**src/rtl/dispatch_ctrl_pkg.sv**
```systemverilog
// Shared definitions for the dispatch controller: decoder op_type codes,
// the register-unused encoding, FSM states, queue/dispatch records and
// a saturating counter helper.
// Optional feature macro: DISPATCH_PERF_EN (performance counters).
package dispatch_ctrl_pkg;

  // Decoder op_type codes; 0 marks an illegal instruction.
  typedef enum logic [2:0] {
    OPT_ILLEGAL = 3'd0,
    RType       = 3'd1,
    IType       = 3'd2,
    ILoadType   = 3'd3,
    SType       = 3'd4,
    BType       = 3'd5,
    UType       = 3'd6,
    JType       = 3'd7
  } op_type_e;

  // Register field value meaning "operand not used".
  localparam logic [5:0] REG_NULL = 6'd32;

  typedef enum logic [1:0] {
    RUN   = 2'd0,
    STALL = 2'd1,
    FLUSH = 2'd2
  } dis_state_e;

  typedef struct packed {
    logic [31:0] pc;
    logic [31:0] inst;
  } iq_entry_t;

  typedef struct packed {
    logic [5:0]  op;
    logic [2:0]  typ;
    logic [31:0] imm;
    logic [5:0]  rs1;
    logic [5:0]  rs2;
    logic [5:0]  rd;
    logic [31:0] pc;
  } dis_pkt_t;

  // Loads and stores go to the load/store buffer, everything else to the RS.
  function automatic logic routes_to_lsb(input logic [2:0] t);
    return (t == ILoadType) || (t == SType);
  endfunction

  function automatic logic [31:0] sat_inc32(input logic [31:0] v);
    return (v == 32'hFFFF_FFFF) ? v : v + 32'd1;
  endfunction

endpackage

```
**src/rtl/dispatch_ctrl_if.sv**
```systemverilog
// Fetch-side and dispatch-side bus of the dispatch controller.
// master: the dispatch controller; slave: ifetch plus RS/LSB/ROB side.
interface dispatch_ctrl_if;
  logic        if_valid_in;
  logic [31:0] if_inst_in;
  logic [31:0] if_pc_in;
  logic        iq_full_out;

  logic        rob_full_in;
  logic        rs_full_in;
  logic        lsb_full_in;

  logic        rob_valid_out;
  logic        rs_valid_out;
  logic        lsb_valid_out;
  logic [5:0]  dis_op_out;
  logic [2:0]  dis_type_out;
  logic [31:0] dis_imm_out;
  logic [5:0]  dis_rs1_out;
  logic [5:0]  dis_rs2_out;
  logic [5:0]  dis_rd_out;
  logic [31:0] dis_pc_out;

  modport master (
    input  if_valid_in, if_inst_in, if_pc_in,
    input  rob_full_in, rs_full_in, lsb_full_in,
    output iq_full_out,
    output rob_valid_out, rs_valid_out, lsb_valid_out,
    output dis_op_out, dis_type_out, dis_imm_out,
    output dis_rs1_out, dis_rs2_out, dis_rd_out, dis_pc_out
  );

  modport slave (
    output if_valid_in, if_inst_in, if_pc_in,
    output rob_full_in, rs_full_in, lsb_full_in,
    input  iq_full_out,
    input  rob_valid_out, rs_valid_out, lsb_valid_out,
    input  dis_op_out, dis_type_out, dis_imm_out,
    input  dis_rs1_out, dis_rs2_out, dis_rd_out, dis_pc_out
  );
endinterface

```
**src/rtl/dispatch_ctrl_inst_queue.sv**
```systemverilog
// Circular instruction queue of {pc, inst} entries with push/pop/clear.
// Clear has priority over push and pop; the head entry is always shown
// (the consumer qualifies it with empty_o).
module dispatch_ctrl_inst_queue
  import dispatch_ctrl_pkg::*;
#(
  parameter int ADDR_W = 3
) (
  input  logic      clk_i,
  input  logic      rst_ni,
  input  logic      push_i,
  input  logic      pop_i,
  input  logic      clear_i,
  input  iq_entry_t data_i,
  output iq_entry_t head_o,
  output logic      full_o,
  output logic      empty_o
);

  localparam int              DEPTH    = 1 << ADDR_W;
  localparam logic [ADDR_W:0] FULL_CNT = (ADDR_W + 1)'(DEPTH);

  iq_entry_t         mem_q [DEPTH];
  logic [ADDR_W-1:0] wr_ptr_q, wr_ptr_d;
  logic [ADDR_W-1:0] rd_ptr_q, rd_ptr_d;
  logic [ADDR_W:0]   count_q, count_d;
  logic              do_push, do_pop;

  assign full_o  = (count_q == FULL_CNT);
  assign empty_o = (count_q == '0);
  assign head_o  = mem_q[rd_ptr_q];

  // A full queue never accepts a push, even if the head leaves this cycle.
  assign do_push = push_i && !full_o && !clear_i;
  assign do_pop  = pop_i && !empty_o && !clear_i;

  // Next pointer/count values; pointers wrap naturally at the depth.
  always_comb begin
    wr_ptr_d = wr_ptr_q;
    rd_ptr_d = rd_ptr_q;
    count_d  = count_q;
    if (clear_i) begin
      wr_ptr_d = '0;
      rd_ptr_d = '0;
      count_d  = '0;
    end else begin
      if (do_push) wr_ptr_d = wr_ptr_q + ADDR_W'(1);
      if (do_pop)  rd_ptr_d = rd_ptr_q + ADDR_W'(1);
      count_d = count_q + (ADDR_W + 1)'(do_push) - (ADDR_W + 1)'(do_pop);
    end
  end

  // Pointer and count registers.
  always_ff @(posedge clk_i or negedge rst_ni) begin
    if (!rst_ni) begin
      wr_ptr_q <= '0;
      rd_ptr_q <= '0;
      count_q  <= '0;
    end else begin
      wr_ptr_q <= wr_ptr_d;
      rd_ptr_q <= rd_ptr_d;
      count_q  <= count_d;
    end
  end

  // Entry storage; contents are meaningless outside the valid window.
  always_ff @(posedge clk_i) begin
    if (do_push) mem_q[wr_ptr_q] <= data_i;
  end

endmodule

```
**src/rtl/dispatch_ctrl.sv**
```systemverilog
// Dispatch controller: buffers fetched instructions, shows the queue head
// to the external decoder and routes each decoded op to the RS or LSB
// together with a ROB entry, honouring per-unit full back-pressure.
// Optional feature macro: DISPATCH_PERF_EN adds perf_dis_out and
// perf_stall_out saturating event counters.
module dispatch_ctrl
  import dispatch_ctrl_pkg::*;
#(
  parameter int IQ_ADDR_W = 3
) (
  input  logic        clk_in,
  input  logic        rst_in,
  input  logic        rdy_in,
  input  logic        clear_in,
  output logic [31:0] dec_inst_out,
  input  logic [5:0]  dec_op_in,
  input  logic [2:0]  dec_type_in,
  input  logic [31:0] dec_imm_in,
  input  logic [5:0]  dec_rs1_in,
  input  logic [5:0]  dec_rs2_in,
  input  logic [5:0]  dec_rd_in,
`ifdef DISPATCH_PERF_EN
  output logic [31:0] perf_dis_out,
  output logic [31:0] perf_stall_out,
`endif
  dispatch_ctrl_if.master bus
);

  dis_state_e state_q, state_d;
  dis_pkt_t   pkt_q, pkt_d;
  logic       rob_vld_q, rob_vld_d;
  logic       rs_vld_q, rs_vld_d;
  logic       lsb_vld_q, lsb_vld_d;

  iq_entry_t  iq_head;
  logic       iq_full, iq_empty;
  logic       enq, head_live, is_illegal, to_lsb, unit_full;
  logic       dispatch, drop, blocked;

  dispatch_ctrl_inst_queue #(
    .ADDR_W (IQ_ADDR_W)
  ) u_iq (
    .clk_i   (clk_in),
    .rst_ni  (rst_in),
    .push_i  (enq),
    .pop_i   (dispatch || drop),
    .clear_i (clear_in),
    .data_i  ('{pc: bus.if_pc_in, inst: bus.if_inst_in}),
    .head_o  (iq_head),
    .full_o  (iq_full),
    .empty_o (iq_empty)
  );

  assign bus.iq_full_out = iq_full;
  assign dec_inst_out    = iq_empty ? 32'd0 : iq_head.inst;

  // Fetch keeps filling the queue while the head is stalled; only the
  // one-cycle FLUSH window (and a same-cycle clear) drops fetched words.
  assign enq = rdy_in && bus.if_valid_in && !iq_full && (state_q != FLUSH) && !clear_in;

  assign head_live  = !iq_empty && rdy_in && !clear_in;
  assign is_illegal = (dec_type_in == OPT_ILLEGAL);
  assign to_lsb     = routes_to_lsb(dec_type_in);
  assign unit_full  = bus.rob_full_in || (to_lsb ? bus.lsb_full_in : bus.rs_full_in);
  assign drop       = head_live && is_illegal;
  assign dispatch   = head_live && !is_illegal && !unit_full;
  assign blocked    = head_live && !is_illegal && unit_full;

  // Next-state logic: clear always flushes, otherwise track head blocking.
  always_comb begin
    state_d = state_q;
    if (clear_in) begin
      state_d = FLUSH;
    end else if (rdy_in) begin
      case (state_q)
        RUN:     if (blocked) state_d = STALL;
        STALL:   if (!blocked) state_d = RUN;
        FLUSH:   state_d = RUN;
        default: state_d = RUN;
      endcase
    end
  end

  // FSM state register.
  always_ff @(posedge clk_in or negedge rst_in) begin
    if (!rst_in) state_q <= RUN;
    else         state_q <= state_d;
  end

  // Strobe and payload next values; strobes last exactly one cycle.
  always_comb begin
    pkt_d     = pkt_q;
    rob_vld_d = rob_vld_q;
    rs_vld_d  = rs_vld_q;
    lsb_vld_d = lsb_vld_q;
    if (clear_in) begin
      rob_vld_d = 1'b0;
      rs_vld_d  = 1'b0;
      lsb_vld_d = 1'b0;
    end else if (rdy_in) begin
      rob_vld_d = dispatch;
      rs_vld_d  = dispatch && !to_lsb;
      lsb_vld_d = dispatch && to_lsb;
      if (dispatch) begin
        pkt_d = '{op:  dec_op_in,  typ: dec_type_in, imm: dec_imm_in,
                  rs1: dec_rs1_in, rs2: dec_rs2_in,  rd:  dec_rd_in,
                  pc:  iq_head.pc};
      end
    end
  end

  // Dispatch strobe and payload registers.
  always_ff @(posedge clk_in or negedge rst_in) begin
    if (!rst_in) begin
      pkt_q     <= '0;
      rob_vld_q <= 1'b0;
      rs_vld_q  <= 1'b0;
      lsb_vld_q <= 1'b0;
    end else begin
      pkt_q     <= pkt_d;
      rob_vld_q <= rob_vld_d;
      rs_vld_q  <= rs_vld_d;
      lsb_vld_q <= lsb_vld_d;
    end
  end

  assign bus.rob_valid_out = rob_vld_q;
  assign bus.rs_valid_out  = rs_vld_q;
  assign bus.lsb_valid_out = lsb_vld_q;
  assign bus.dis_op_out    = pkt_q.op;
  assign bus.dis_type_out  = pkt_q.typ;
  assign bus.dis_imm_out   = pkt_q.imm;
  assign bus.dis_rs1_out   = pkt_q.rs1;
  assign bus.dis_rs2_out   = pkt_q.rs2;
  assign bus.dis_rd_out    = pkt_q.rd;
  assign bus.dis_pc_out    = pkt_q.pc;

`ifdef DISPATCH_PERF_EN
  logic [31:0] perf_dis_q, perf_dis_d;
  logic [31:0] perf_stall_q, perf_stall_d;

  // Counter increments; a flush does not reset the statistics.
  always_comb begin
    perf_dis_d   = perf_dis_q;
    perf_stall_d = perf_stall_q;
    if (dispatch)                     perf_dis_d   = sat_inc32(perf_dis_q);
    if (rdy_in && (state_q == STALL)) perf_stall_d = sat_inc32(perf_stall_q);
  end

  // Counter registers.
  always_ff @(posedge clk_in or negedge rst_in) begin
    if (!rst_in) begin
      perf_dis_q   <= '0;
      perf_stall_q <= '0;
    end else begin
      perf_dis_q   <= perf_dis_d;
      perf_stall_q <= perf_stall_d;
    end
  end

  assign perf_dis_out   = perf_dis_q;
  assign perf_stall_out = perf_stall_q;
`endif

endmodule

```
**src/flat_wrapper.sv**
```systemverilog
// flat-port wrapper written by rule: the top's interface ports become plain ports
module dispatch_ctrl_flat import dispatch_ctrl_pkg::*;
#(
  parameter int IQ_ADDR_W = 3
)
  (clk_in, rst_in, rdy_in, clear_in, dec_inst_out, dec_op_in, dec_type_in, dec_imm_in, dec_rs1_in, dec_rs2_in, dec_rd_in, bus_if_valid_in, bus_if_inst_in, bus_if_pc_in, bus_rob_full_in, bus_rs_full_in, bus_lsb_full_in, bus_iq_full_out, bus_rob_valid_out, bus_rs_valid_out, bus_lsb_valid_out, bus_dis_op_out, bus_dis_type_out, bus_dis_imm_out, bus_dis_rs1_out, bus_dis_rs2_out, bus_dis_rd_out, bus_dis_pc_out);
  dispatch_ctrl_if bus_i ();
  input  logic clk_in;
  input  logic rst_in;
  input  logic rdy_in;
  input  logic clear_in;
  output logic [31:0] dec_inst_out;
  input  logic [5:0] dec_op_in;
  input  logic [2:0] dec_type_in;
  input  logic [31:0] dec_imm_in;
  input  logic [5:0] dec_rs1_in;
  input  logic [5:0] dec_rs2_in;
  input  logic [5:0] dec_rd_in;
  input wire logic [$bits(bus_i.if_valid_in)-1:0] bus_if_valid_in;
  input wire logic [$bits(bus_i.if_inst_in)-1:0] bus_if_inst_in;
  input wire logic [$bits(bus_i.if_pc_in)-1:0] bus_if_pc_in;
  input wire logic [$bits(bus_i.rob_full_in)-1:0] bus_rob_full_in;
  input wire logic [$bits(bus_i.rs_full_in)-1:0] bus_rs_full_in;
  input wire logic [$bits(bus_i.lsb_full_in)-1:0] bus_lsb_full_in;
  output wire logic [$bits(bus_i.iq_full_out)-1:0] bus_iq_full_out;
  output wire logic [$bits(bus_i.rob_valid_out)-1:0] bus_rob_valid_out;
  output wire logic [$bits(bus_i.rs_valid_out)-1:0] bus_rs_valid_out;
  output wire logic [$bits(bus_i.lsb_valid_out)-1:0] bus_lsb_valid_out;
  output wire logic [$bits(bus_i.dis_op_out)-1:0] bus_dis_op_out;
  output wire logic [$bits(bus_i.dis_type_out)-1:0] bus_dis_type_out;
  output wire logic [$bits(bus_i.dis_imm_out)-1:0] bus_dis_imm_out;
  output wire logic [$bits(bus_i.dis_rs1_out)-1:0] bus_dis_rs1_out;
  output wire logic [$bits(bus_i.dis_rs2_out)-1:0] bus_dis_rs2_out;
  output wire logic [$bits(bus_i.dis_rd_out)-1:0] bus_dis_rd_out;
  output wire logic [$bits(bus_i.dis_pc_out)-1:0] bus_dis_pc_out;
  assign bus_i.if_valid_in = bus_if_valid_in;
  assign bus_i.if_inst_in = bus_if_inst_in;
  assign bus_i.if_pc_in = bus_if_pc_in;
  assign bus_i.rob_full_in = bus_rob_full_in;
  assign bus_i.rs_full_in = bus_rs_full_in;
  assign bus_i.lsb_full_in = bus_lsb_full_in;
  assign bus_iq_full_out = bus_i.iq_full_out;
  assign bus_rob_valid_out = bus_i.rob_valid_out;
  assign bus_rs_valid_out = bus_i.rs_valid_out;
  assign bus_lsb_valid_out = bus_i.lsb_valid_out;
  assign bus_dis_op_out = bus_i.dis_op_out;
  assign bus_dis_type_out = bus_i.dis_type_out;
  assign bus_dis_imm_out = bus_i.dis_imm_out;
  assign bus_dis_rs1_out = bus_i.dis_rs1_out;
  assign bus_dis_rs2_out = bus_i.dis_rs2_out;
  assign bus_dis_rd_out = bus_i.dis_rd_out;
  assign bus_dis_pc_out = bus_i.dis_pc_out;
  dispatch_ctrl #(.IQ_ADDR_W(IQ_ADDR_W)) u_core (.clk_in(clk_in), .rst_in(rst_in), .rdy_in(rdy_in), .clear_in(clear_in), .dec_inst_out(dec_inst_out), .dec_op_in(dec_op_in), .dec_type_in(dec_type_in), .dec_imm_in(dec_imm_in), .dec_rs1_in(dec_rs1_in), .dec_rs2_in(dec_rs2_in), .dec_rd_in(dec_rd_in), .bus(bus_i));
endmodule
```
**config.mk**
```make
export PLATFORM = sky130hd
export DESIGN_NAME = dispatch_ctrl_flat
export DESIGN_NICKNAME = d
export VERILOG_FILES = /design/src/rtl/dispatch_ctrl_pkg.sv /design/src/rtl/dispatch_ctrl_if.sv /design/src/rtl/dispatch_ctrl_inst_queue.sv /design/src/rtl/dispatch_ctrl.sv /design/src/flat_wrapper.sv
export SDC_FILE = /design/constraint.sdc
export NUM_CORES = 1
export LEC_CHECK = 0
export BUFFER_PORTS_ARGS = -buffer_cell sky130_fd_sc_hd__buf_2
export CORE_MARGIN = 5
export CORE_UTILIZATION = 58
export CTS_BUF_LIST = sky130_fd_sc_hd__clkbuf_16
export DETAILED_ROUTE_END_ITERATION = 12
export PLACE_DENSITY_LB_ADDON = 0.1
export REMOVE_ABC_BUFFERS = 1
export SLEW_MARGIN = 20
export SYNTH_ARGS = -nofsm -noshare
export SYNTH_HDL_FRONTEND = slang
export SYNTH_SLANG_ARGS = --single-unit
```
**constraint.sdc**
```tcl
create_clock -name clk_in -period 7.25 [get_ports clk_in]
set_input_delay 1.45 -clock clk_in [delete_from_list [all_inputs] [get_ports clk_in]]
set_output_delay 1.45 -clock clk_in [all_outputs]
set_load 0.02 [all_outputs]
```
Word-level counts from Yosys, hierarchy flattened
Memories as Yosys holds them, arrays and structs flattened.
Index checks and enable logic that the tools add are counted.

storage, ports and cells
  memories = 1
  memory bits (writable) = 512
  flip-flop bits (word level) = 106
  output and inout port bits = 127

cells by class
  add/sub/neg operators = 4
  equal/unequal tests = 7
  reduce and logical (&&, ||, !) cells = 33
  muxes and demuxes = 20
  bitwise logic cells = 1

memories
  memory             words  bits a word  rd ports  clocked after memory_dff  wr ports  line                            text
  u_core.u_iq.mem_q  8      64           1         0                         1         dispatch_ctrl_inst_queue.sv:23  iq_entry_t mem_q [DEPTH];

operator list
  operator               count
  $mux W32               1
  $logic_and A1 B1 Y1    16
  $mux W3                4
  $mux W1                9
  $mux W2                4
  $add A3 B1 Y3 const B  2
  $logic_not A1 Y1       6
  $reduce_and A3 Y1      2
  $reduce_bool A2 Y1     3
  $add A4 B1 Y4          1
  $eq A4 B4 Y1 const B   1
  $logic_not A4 Y1       1
  $mux W4                1
  $pmux W2 S2            1
  $sub A4 B1 Y4          1
  $eq A3 B2 Y1 const B   1
  $eq A3 B3 Y1 const B   1
  $logic_not A3 Y1       1
  $logic_or A1 B1 Y1     3
  $ne A3 B2 Y1 const B   1
  $ne A3 B3 Y1 const B   1
  $eq A2 B1 Y1 const B   1
  $logic_not A2 Y1       1
  $ne A2 B2 Y1 const B   1
  $not A1 Y1             1

Logic depth before layout (Yosys ltp)
Gate-level depths: netlist of the first run.

  word-level depth = 11
  gate-level depth with buffers = 13
  gate-level depth less buffers = 13

Cells and area by module
From an unflattened synthesis of the first run, not the netlist that was laid out.

unflattened totals
  cell total of the unflattened synthesis = 1080
  area, all modules = 24031.8 um2

modules (own cells, without submodules)
  module                    area each (um2)  seq. area each (um2)  cells an instance  instances
  dispatch_ctrl_inst_queue  19884.1          15625.0               813                1
  dispatch_ctrl             4147.7           2402.3                267                1

Worst setup path after synthesis of the first run
OpenSTA, ideal clock, no wires.

  kind = input port to flip-flop
  start point = input port clear_in
  end point = memory u_core.u_iq.mem_q[0][0] in the netlist's numbering, enable pin
  required time = 6.685 ns
  path slack = 0.060 ns
  cell stages on the path = 4
  data arrival time = 6.625 ns
  path buffers = 0
  library setup time = 0.565 ns
  path through = nand2b_1 a2111oi_2 nand2b_1 nor3_1

on the way
  word-level cells in the longest chain between the ends = 6

ends and longest elaborated chain
  element                            line                                                 text
  start: declaration                 flat_wrapper.sv:11                                   input logic clear_in;
  $logic_not A1 Y1 (*)               dispatch_ctrl_inst_queue.sv:34, dispatch_ctrl.sv:59
  $logic_and A1 B1 Y1                dispatch_ctrl.sv:59                                  assign enq = rdy_in && bus.if_valid_in && !iq_full && (state_q != FLUSH) && !clear_in;
  $logic_and A1 B1 Y1                dispatch_ctrl_inst_queue.sv:34                       assign do_push = push_i && !full_o && !clear_i;
  $logic_and A1 B1 Y1 (*)            dispatch_ctrl_inst_queue.sv:34
  $mux W1 (*)                        dispatch_ctrl_inst_queue.sv:68                       if (do_push) mem_q[wr_ptr_q] <= data_i;
  $mux W1 (implied by the code) (*)  dispatch_ctrl_inst_queue.sv:68
  end: declaration                   dispatch_ctrl_inst_queue.sv:23

Mark *: on every way between the ends. The rest lies on a longest branch, timed or not.

Final worst setup path of the first run
  start point = register u_core.u_iq.rd_ptr_q[0]
  end point = output port dec_inst_out[31]

on the way
  word-level cells in the longest chain between the ends = 2

ends and longest elaborated chain
  element                   line                            text
  start: declaration        dispatch_ctrl_inst_queue.sv:25  logic [ADDR_W-1:0] rd_ptr_q, rd_ptr_d;
  start signal: assignment  dispatch_ctrl_inst_queue.sv:61  rd_ptr_q <= rd_ptr_d;
  $mem_v2 Z8 W64            --
  $mux W32                  dispatch_ctrl.sv:55             assign dec_inst_out = iq_empty ? 32'd0 : iq_head.inst;
  end: declaration          flat_wrapper.sv:12              output logic [31:0] dec_inst_out;

No other way between the ends.

==> run summary, run 1 <==
Clock power share: 35.1%
Initial antenna violation count: 6
Buf/Inv on CP: 2
CTS clock-pin slew for the worst setup and hold paths: 0.06 ns
Synth Instances: 1115
Reg2reg start: u_core.u_iq.count_q[2]
CTS root buf: clkbuf_16
Critical path class: reg -> out
Final setup margin: 2.45 ns
# IOs: 258
WL/cell: 23.6 um
Total power divided by cell area: 317 mW/mm^2
# DRC: 0
Via count: 11500
Gr ovfl total: 0
Cell variety after synth: 42
Min-delay worst type: reg -> reg
Sequential share of power: 48.5%
Max Fclk: 208 MHz
Peak VDD IR: 0.240 mV
Area after DPL: 0.0258 mm^2
CP endpoint kind: output port
Reg2reg end: u_core.u_iq.mem_q[2][15]
Logic pwr share: 16.4%
Setup violations, final: 0
Global-route wire length before repair: 71500 um
Ys async rst share: 17.2%
Clk buf depth: 3
Clock Sinks: 618
Top-area cell type share of the netlist area: 64.6%
Final Critical Period: 4.80 ns
Post_cts resized: 0
Post-Place Worst Slack: 2.64 ns
Row count: 74
Nets@finish: 1545
#FFs+latches synth: 618
Num CTS Buffers: 60
Cells after DPL: 1874
Clock skew: 0.0119 ns
Total length of routed wires: 46900 um
TritonRoute pass-1 iters: 5
Ys flop type: edfxtp_1
Core area: 0.0407 mm^2
Register area share after synthesis: 75.8%
Period utilization: 66.2%
GRT Total Usage: 20.9%
DR iter-0 viols: 901
Internal power: 0.00651 W
Worst R2R Path Depth: 7
Worst Path Max Fanout: 40
Layout cells sized above 1: 40.2%
NetSw: 0.00229 W
Cell Area, Synth: 0.0238 mm^2
Area Overhead vs Synth: 16.8%
Outcome: finished, final reports clean
CTS Hold Bufs: 0
R2R setup slack: 3.86 ns
Synthesized area per cell: 21.3 um^2
Max Cap Viol: 0
Yosys warns: 0
Cell area after layout: 0.0278 mm^2
Final hold violations: 0
Hpwl dp: 27100 um
Top cell types by occurrence after synthesis: 512 x edfxtp_1, 128 x mux4_2, 106 x dfrtp_1
Startpoint types: flip-flop
Crit path depth: 5
Slew @ Worst Pin: 1.04 ns
Crit-path slowest cell: dfrtp_4
Crit-path max cell delay: 0.96 ns
Setup TNS Final: 0 ns
Fillers: 2670
Yosys top cell by area: edfxtp_1
Synth area leaders: edfxtp_1 65%, mux4_2 12%, dfrtp_1 11%
Critical Path AT: 3.35 ns
Vias per cell: 5.78
Number of global-route vias before repair: 12200
Post-route ant nets: 0
Post-synth EDFFs: 512
Slew Limit Fails: 0
Critical Path RT: 5.80 ns
Largest net degree at the start of global routing: 75
RSZ-0062 raised after global routing: no
Worst-path cell chain: buf_4 > mux4_2 > mux2i_1 > nor2_1 > buf_2
Worst-Skew Late Latency: 0.62 ns
Die width: 213 um
Most frequent cell after synthesis: edfxtp_1
Sw Share: 26.1%
Initial core utilization: 58.4%
Largest delay contributor family on the critical path: flip-flops
CP endpoint: dec_inst_out[31]
Area taken by multi-input logic gates: 0.00547 mm^2
H-tree level count: 2
Setup repair bufs after CTS: 0
Non-filler cells, final: 1989
Routability Congestion: 0.746
CTS tree: built
P_leak: 10.0 nW
Crit path launch: u_core.u_iq.rd_ptr_q[0]
Die area: 0.0452 mm^2
Slew margin rel.: 30.4%
Sequential cell area: 0.0180 mm^2
Worst hold slack: 0.476 ns
Port Buffers: 257
Die H: 213 um
==> cells in the final DEF, fill, tap and decap left out, types with 3 or more instances in the layout <==
cell and count:
edfxtp_1 512, buf_2 256, mux4_2 128, dfrtp_1 103
mux2i_1 64, clkbuf_16 61, mux2_4 59, nand2_1 44
nor2_1 41, inv_1 20, buf_4 20, o21ai_0 18
clkinv_2 14, clkinv_1 13, o21ai_1 11, ha_1 8
o21ai_2 7, bufinv_16 7, a21oi_1 6, nor2_4 6
nand2b_1 5, nor2b_1 4, buf_16 4, clkinv_4 3
clkinvlp_4 3, dfrtp_4 3
==> state kept, by name (all words and copies together) (netlist names) <==
register                  cells
u_core.bus.dis_rd_out         6
u_core.state_q                2
u_core.bus.dis_rs2_out        6
u_core.u_iq.count_q           4
u_core.bus.rs_valid_out       1
u_core.bus.lsb_valid_out      1
u_core.u_iq.wr_ptr_q          3
u_core.u_iq.rd_ptr_q          3
u_core.bus.dis_op_out         6
u_core.bus.rob_valid_out      1
u_core.bus.dis_rs1_out        6
u_core.u_iq.mem_q           512
u_core.bus.dis_imm_out       32
u_core.bus.dis_type_out       3
u_core.bus.dis_pc_out        32
==> kinds of logic after synthesis <==
group                    after synthesis  synth area share, %
adder cells (fa/ha/maj)                9                0.505
multiplexers                         252                 18.6
buffers and inverters                 66                 1.47
XOR/XNOR                               3                0.110
AND/OR/NAND/NOR                      115                 2.10
flip-flops                           618                 75.8
AO/OA/AOI/OAI                         52                 1.44
==> per-stage QoR <==
stage	util, %	power [W]
3_3_place_gp	63.1	0.00577
2_1_floorplan	-	0.00526
3_5_place_dp	63.3	0.00580
6_report	68.2	0.00880
4_1_cts	68.1	0.00890
5_1_grt	68.2	0.00916
==> cell type report <==
| cell class | count | area share (%) |
|---|---|---|
| Tap cell | 532 | 2.39 |
| Antenna cell | 1 | 0.00900 |
| Sequential cell | 618 | 64.9 |
| Multi-Input combinational cell | 431 | 19.7 |
| Inverter | 11 | 0.149 |
| Clock inverter | 52 | 1.64 |
| Timing Repair Buffer | 283 | 5.73 |
| Clock buffer | 61 | 5.49 |
==> worst reg2reg max path: stages, from the launching register on <==
cell and delay [ns]:
dfrtp_1 0.32, inv_1 0.07, ha_1 0.19, nor3b_1 0.17, a2111oi_2 0.49, nand2b_1 0.38
nor2_4 0.67, buf_4 0.70
==> worst min-delay path by stage <==
stage	to	start	slack, ns	cells after the start
final	u_core.bus.dis_pc_out[5]	u_core.bus.dis_pc_out[5]	0.48	2
after global routing	u_core.bus.dis_pc_out[27]	u_core.bus.dis_pc_out[27]	0.50	2
after CTS	u_core.bus.dis_pc_out[5]	u_core.bus.dis_pc_out[5]	0.48	2
after detailed placement	u_core.bus.dis_pc_out[5]	u_core.bus.dis_pc_out[5]	0.47	2
after global placement	u_core.bus.dis_pc_out[19]	u_core.bus.dis_pc_out[19]	0.46	2
after floorplan	u_core.state_q[0]	u_core.state_q[0]	0.47	1
==> layer usage <==
| layer | GRT usage [%] | part of all wire, % |
|---|---|---|
| met3 | 4.47 | 7.0 |
| met5 | 0 | 0.10 |
| met2 | 33.4 | 49 |
| met4 | 6.09 | 2.0 |
| met1 | 29.7 | 42 |
==> power groups by stage <==
stage / combinational, W / clock (W) / sequential [W]
6_report: 0.00144 / 0.00309 / 0.00427
5_1_grt: 0.00155 / 0.00331 / 0.00430
4_1_cts: 0.00147 / 0.00316 / 0.00427
3_5_place_dp: 0.00146 / 0 / 0.00435
3_3_place_gp: 0.00144 / 0 / 0.00433
2_1_floorplan: 0.000586 / 0 / 0.00467
No activity file was read; power rests on OpenSTA's default activity.
==> run 2: changes to the inputs <==
Clock period 7.25 ns to 4.5 ns, I/O delays scaled along.
==> run summary, run 2 (synthesized netlist as in run 1, its figures left out) <==
Min-delay worst type: in -> async
Setup violations, final: 0 (unchanged)
GRT Total Usage: 20.5% (-0.38 points)
DR iter-0 viols: 902 (+0.11%)
Critical path class: reg -> out
Area taken by multi-input logic gates: 0.00547 mm^2 (unchanged)
Largest delay contributor family on the critical path: flip-flops
Max FFs per register: 512 (unchanged)
Cell area after layout: 0.0277 mm^2 (-0.17%)
H-tree level count: 2 (unchanged)
P_leak: 10.1 nW (+0.28%)
RSZ-0062 raised after global routing: no
Setup repair bufs after CTS: 0 (unchanged)
Routability Congestion: 0.731 (-2.0%)
Layout cells sized above 1: 39.9% (-0.32 points)
CTS clock-pin slew for the worst setup and hold paths: 0.06 ns (about the same)
# DRC: 0 (unchanged)
Area after DPL: 0.0258 mm^2 (about the same)
Die area: 0.0452 mm^2 (unchanged)
Crit-path max cell delay: 0.89 ns (-0.07 ns)
Sequential cell area: 0.0180 mm^2 (unchanged)
Port Buffers: 257 (unchanged)
Slew @ Worst Pin: 1.01 ns (-0.0324 ns)
Largest net degree at the start of global routing: 65 (-13%)
Fillers: 2681 (+0.41%)
Period utilization: 84.8%
Outcome: finished, final reports clean
Final hold violations: 0 (unchanged)
Area Overhead vs Synth: 16.6%
Crit path launch: u_core.u_iq.rd_ptr_q[0]
Antenna diodes: 0 (-1)
Final Critical Period: 3.81 ns
WL/cell: 23.0 um (-2.3%)
Clock Sinks: 618 (unchanged)
Number of global-route vias before repair: 11800 (-3.0%)
Total length of routed wires: 45900 um (-2.1%)
Biggest register: u_core.u_iq.mem_q
Gr ovfl total: 0 (unchanged)
Initial core utilization: 58.4% (unchanged)
Power, Total: 0.0142 W (+61%)
Crit-path slowest cell: dfrtp_4
Clk buf depth: 3 (unchanged)
TritonRoute pass-1 iters: 5 (unchanged)
Clock skew: 0.0155 ns (+0.00357 ns)
Worst-path cell chain: buf_4 > mux4_2 > mux2i_1 > nor2_1 > buf_2
Post-route ant nets: 0 (unchanged)
Max Cap Viol: 0 (unchanged)
Most frequent cells in the layout: 512 x edfxtp_1, 256 x buf_2, 128 x mux4_2
Slew Limit Fails: 0 (unchanged)
CTS root buf: clkbuf_16
Initial antenna violation count: 5 (-1)
Peak VDD IR: 0.374 mV (+56%)
Num CTS Buffers: 61 (+1.7%)
Slew margin rel.: 32.5% (+2.2 points)
Via count: 11200 (-2.3%)
Reg2reg start: u_core.u_iq.count_q[2]
# IOs: 258 (unchanged)
Die H: 213 um (unchanged)
Critical Path RT: 3.60 ns (-2.20 ns)
Global-route wire length before repair: 70200 um (-1.8%)
Vias per cell: 5.63 (-2.5%)
Critical Path AT: 2.91 ns (-0.44 ns)
Commonest non-fill, non-tap cell in the layout: edfxtp_1
Die width: 213 um (unchanged)
Worst-Skew Late Latency: 0.61 ns (about the same)
Core area: 0.0407 mm^2 (unchanged)
Worst Path Max Fanout: 34 (-15%)
Row count: 74 (unchanged)
Buf/Inv on CP: 2 (unchanged)
CTS tree: built
Max Fclk: 262 MHz
Startpoint types: flip-flop
CTS Hold Bufs: 0 (unchanged)
CP endpoint kind: output port
Hpwl dp: 26100 um (-3.6%)
Nets@finish: 1549 (+0.26%)
Total power divided by cell area: 510 mW/mm^2 (+61%)
Post_cts resized: 0 (unchanged)
[run 2: final cells by class]
type | count | area share [%]
multi-input cells | 431 | 19.7
clock buffers | 63 | 5.68
repair buffers | 286 | 5.61
flip-flops and latches | 618 | 65.0
clock inverters | 51 | 1.43
inverters | 11 | 0.149
well taps | 532 | 2.40
[run 2: layer usage]
metal	up-vias	share of wire [%]	track usage [%]
met5	-	0.13	0
met1	5770	43	29.5
li1	5061	-	-
met3	61	6.1	4.09
met4	10	1.9	5.58
met2	322	48	33.0
[run 2: final timing paths]
kind | end | slack, ns | depth (start not counted)
max | dec_inst_out[29] | 0.69 | 5
min | u_core.bus.dis_imm_out[23] | 0.33 | 1
max reg2reg | u_core.bus.dis_imm_out[10] | 1.49 | 8
min reg2reg | u_core.bus.dis_pc_out[19] | 0.47 | 2
max in group asynchronous | u_core.bus.dis_pc_out[14] | 3.38 | 2
min in group clk_in | u_core.bus.dis_pc_out[19] | 0.47 | 2
[run 2: power breakdown]
group | internal, W | switching [W] | leakage, nW | total [W]
sequential | 0.00664 | 0.000242 | 5.96 | 0.00688
combinational | 0.000971 | 0.00136 | 3.08 | 0.00233
clock | 0.00291 | 0.00203 | 1.03 | 0.00494
[run 2: per-stage QoR]
step	instances	hold WS, ns	worst slack [ns]	utilization (%)	setup TNS [ns]
CTS	1992	0.315	0.574	68.1	0
global route	1992	0.360	0.448	68.1	0
detailed placement	1878	0.460	1.07	63.3	0
finish	1992	0.325	0.686	68.1	0
global placement	1878	0.455	1.16	63.3	0
floorplan	1060	0.466	-2.42	-	-555.47
==> run 3: changes to the inputs <==
Settings changed: CORE_UTILIZATION 58 to 53.
Clock period 4.5 ns to 3.1 ns, I/O delays scaled along.
==> run summary, run 3 (synthesized netlist as in run 1, its figures left out) <==
Period utilization: 97.1%
Hpwl dp: 27400 um (+4.9%)
P_leak: 10.3 nW (+2.4%)
Final hold violations: 0 (unchanged)
RSZ-0062 raised after global routing: yes
Crit-path slowest cell: mux4_2
Commonest non-fill, non-tap cell in the layout: edfxtp_1
Area Overhead vs Synth: 19.3%
Initial antenna violation count: 3 (-2)
# DRC: 0 (unchanged)
Worst Path Max Fanout: 7 (-79%)
Final Critical Period: 3.01 ns
Critical Path RT: 2.48 ns (-1.12 ns)
Layout cells sized above 1: 40.5% (+0.62 points)
CP endpoint kind: output port
Vias per cell: 5.51 (-2.2%)
CTS tree: built
Die width: 222 um (+4.4%)
Reg2reg start: u_core.u_iq.count_q[2]
Nets@finish: 1577 (+1.8%)
Die area: 0.0492 mm^2 (+9.0%)
H-tree level count: 3 (+1)
Port Buffers: 257 (unchanged)
Max Cap Viol: 0 (unchanged)
CTS root buf: clkbuf_16
GRT Total Usage: 19.1% (-1.4 points)
Clock skew: 0.0180 ns (+0.00244 ns)
Routability Congestion: 0.758 (+3.7%)
Crit-path max cell delay: 0.55 ns (-0.34 ns)
Outcome: finished, final reports clean
WL/cell: 22.5 um (-2.3%)
Clock Sinks: 618 (unchanged)
Clk buf depth: 3 (unchanged)
Fillers: 3077 (+15%)
Biggest register: u_core.u_iq.mem_q
Total length of routed wires: 46800 um (+2.1%)
Initial core utilization: 53.7% (-4.7 points)
Die H: 222 um (+4.4%)
Power, Total: 0.0205 W (+45%)
Total power divided by cell area: 724 mW/mm^2 (+42%)
Non-filler cells, final: 2080 (+4.4%)
Max FFs per register: 512 (unchanged)
Largest net degree at the start of global routing: 60 (-7.7%)
Cell area after layout: 0.0284 mm^2 (+2.3%)
# IOs: 258 (unchanged)
CTS clock-pin slew for the worst setup and hold paths: 0.06 ns (about the same)
Post-route ant nets: 0 (unchanged)
Worst-Skew Late Latency: 0.58 ns (-0.03 ns)
Reg2reg end: u_core.u_iq.count_q[2]
Critical path class: reg -> out
Critical Path AT: 2.39 ns (-0.52 ns)
Slew @ Worst Pin: 0.780 ns (-0.232 ns)
Startpoint types: flip-flop
Gr ovfl total: 0 (unchanged)
Min-delay worst type: in -> async
CTS Hold Bufs: 0 (unchanged)
Via count: 11500 (+2.1%)
Slew Limit Fails: 0 (unchanged)
Slew margin rel.: 48.0% (+15 points)
Setup violations, final: 0 (unchanged)
Worst R2R Path Depth: 12 (+4)
Peak VDD IR: 0.515 mV (+38%)
Worst-path cell chain: buf_4 > mux4_2 > mux2i_2 > nor2_1 > buf_2
Max Fclk: 332 MHz
Row count: 77 (+4.1%)
Core area: 0.0443 mm^2 (+8.8%)
Cells after DPL: 1959 (+4.3%)
Global-route wire length before repair: 72700 um (+3.5%)
TritonRoute pass-1 iters: 5 (unchanged)
Num CTS Buffers: 66 (+8.2%)
Number of global-route vias before repair: 12000 (+1.6%)
R2R setup slack: 0.41 ns (-1.08 ns)
Area after DPL: 0.0263 mm^2 (+2.1%)
Most frequent cells in the layout: 512 x edfxtp_1, 256 x buf_2, 128 x mux4_2
DR iter-0 viols: 718 (-20%)
[run 3: changes by cell type in the layout (fill, tap and decap cells not counted), sizes merged]
cell / change
clkbuf: +8
clkinv: -5
inv: +7
diode: +1
bufinv: -6
buf: +23
[run 3: report_power, final]
part | switching [W] | total (W) | internal, W
clock | 0.00297 | 0.00715 | 0.00418
combinational | 0.00199 | 0.00344 | 0.00145
sequential | 0.000310 | 0.00995 | 0.00964
total | 0.00527 | 0.0205 | 0.0153
[run 3: what timing repair did]
| item | in CTS | in global routing |
|---|---|---|
| endpoints found under the setup margin | 20 | 8 |
| cloned | 0 | 0 |
| setup buffers | 1 | 1 |
| gates resized for setup | 2 | 6 |
[run 3: worst max path at each step]
stage / start / to / slack (ns) / cells past startpoint
floorplan: u_core.u_iq.rd_ptr_q[0] / dec_inst_out[0] / -3.54 / 3
detailed placement: dec_type_in[0] / u_core.u_iq.count_q[2] / 0.15 / 11
global route: u_core.u_iq.rd_ptr_q[0] / dec_inst_out[30] / -0.01 / 5
CTS: u_core.u_iq.rd_ptr_q[1] / dec_inst_out[19] / 0.01 / 5
finish: u_core.u_iq.rd_ptr_q[0] / dec_inst_out[31] / 0.09 / 5
global placement: dec_type_in[0] / u_core.u_iq.count_q[2] / 0.18 / 11
[run 3: critical path: cells and delay by family (launching register included)]
| family | cells | cell delay (ns) |
|---|---|---|
| buffers and inverters | 2 | 0.41 |
| DFF | 1 | 0.54 |
| and+or+nand+nor | 1 | 0.07 |
| muxes | 2 | 0.79 |
[run 3: final cells by class]
cell class	instances	area [um^2]	area share [%]
flip-flops and latches	618	18000	63.6
multi-input cells	431	5500	19.4
repair buffers	309	2060	7.26
clock buffers	71	1780	6.26
well taps	592	741	2.61
clock inverters	47	216	0.763
inverters	11	41.3	0.145
diodes	1	2.50	0.00882
[run 3: layer usage]
metal / vias to the layer above / global-route usage [%] / routed length, um
met2: 346 / 30.2 / 22400
met4: 4 / 5.13 / 789
met3: 64 / 3.97 / 2770
met5: - / 0 / 34
li1: 5133 / - / -
met1: 5917 / 27.7 / 20900
[run 3: through the flow]
| stage | setup TNS (ns) | util [%] | hold WS (ns) | worst slack (ns) |
|---|---|---|---|---|
| 2_1_floorplan | -1303.81 | - | 0.324 | -3.54 |
| 3_3_place_gp | 0 | 59.4 | 0.458 | 0.183 |
| 3_5_place_dp | 0 | 59.4 | 0.464 | 0.149 |
| 4_1_cts | 0 | 63.9 | 0.127 | 0.0103 |
| 5_1_grt | -0.0218 | 64.0 | 0.192 | -0.0128 |
| 6_report | 0 | 64.0 | 0.131 | 0.0889 |
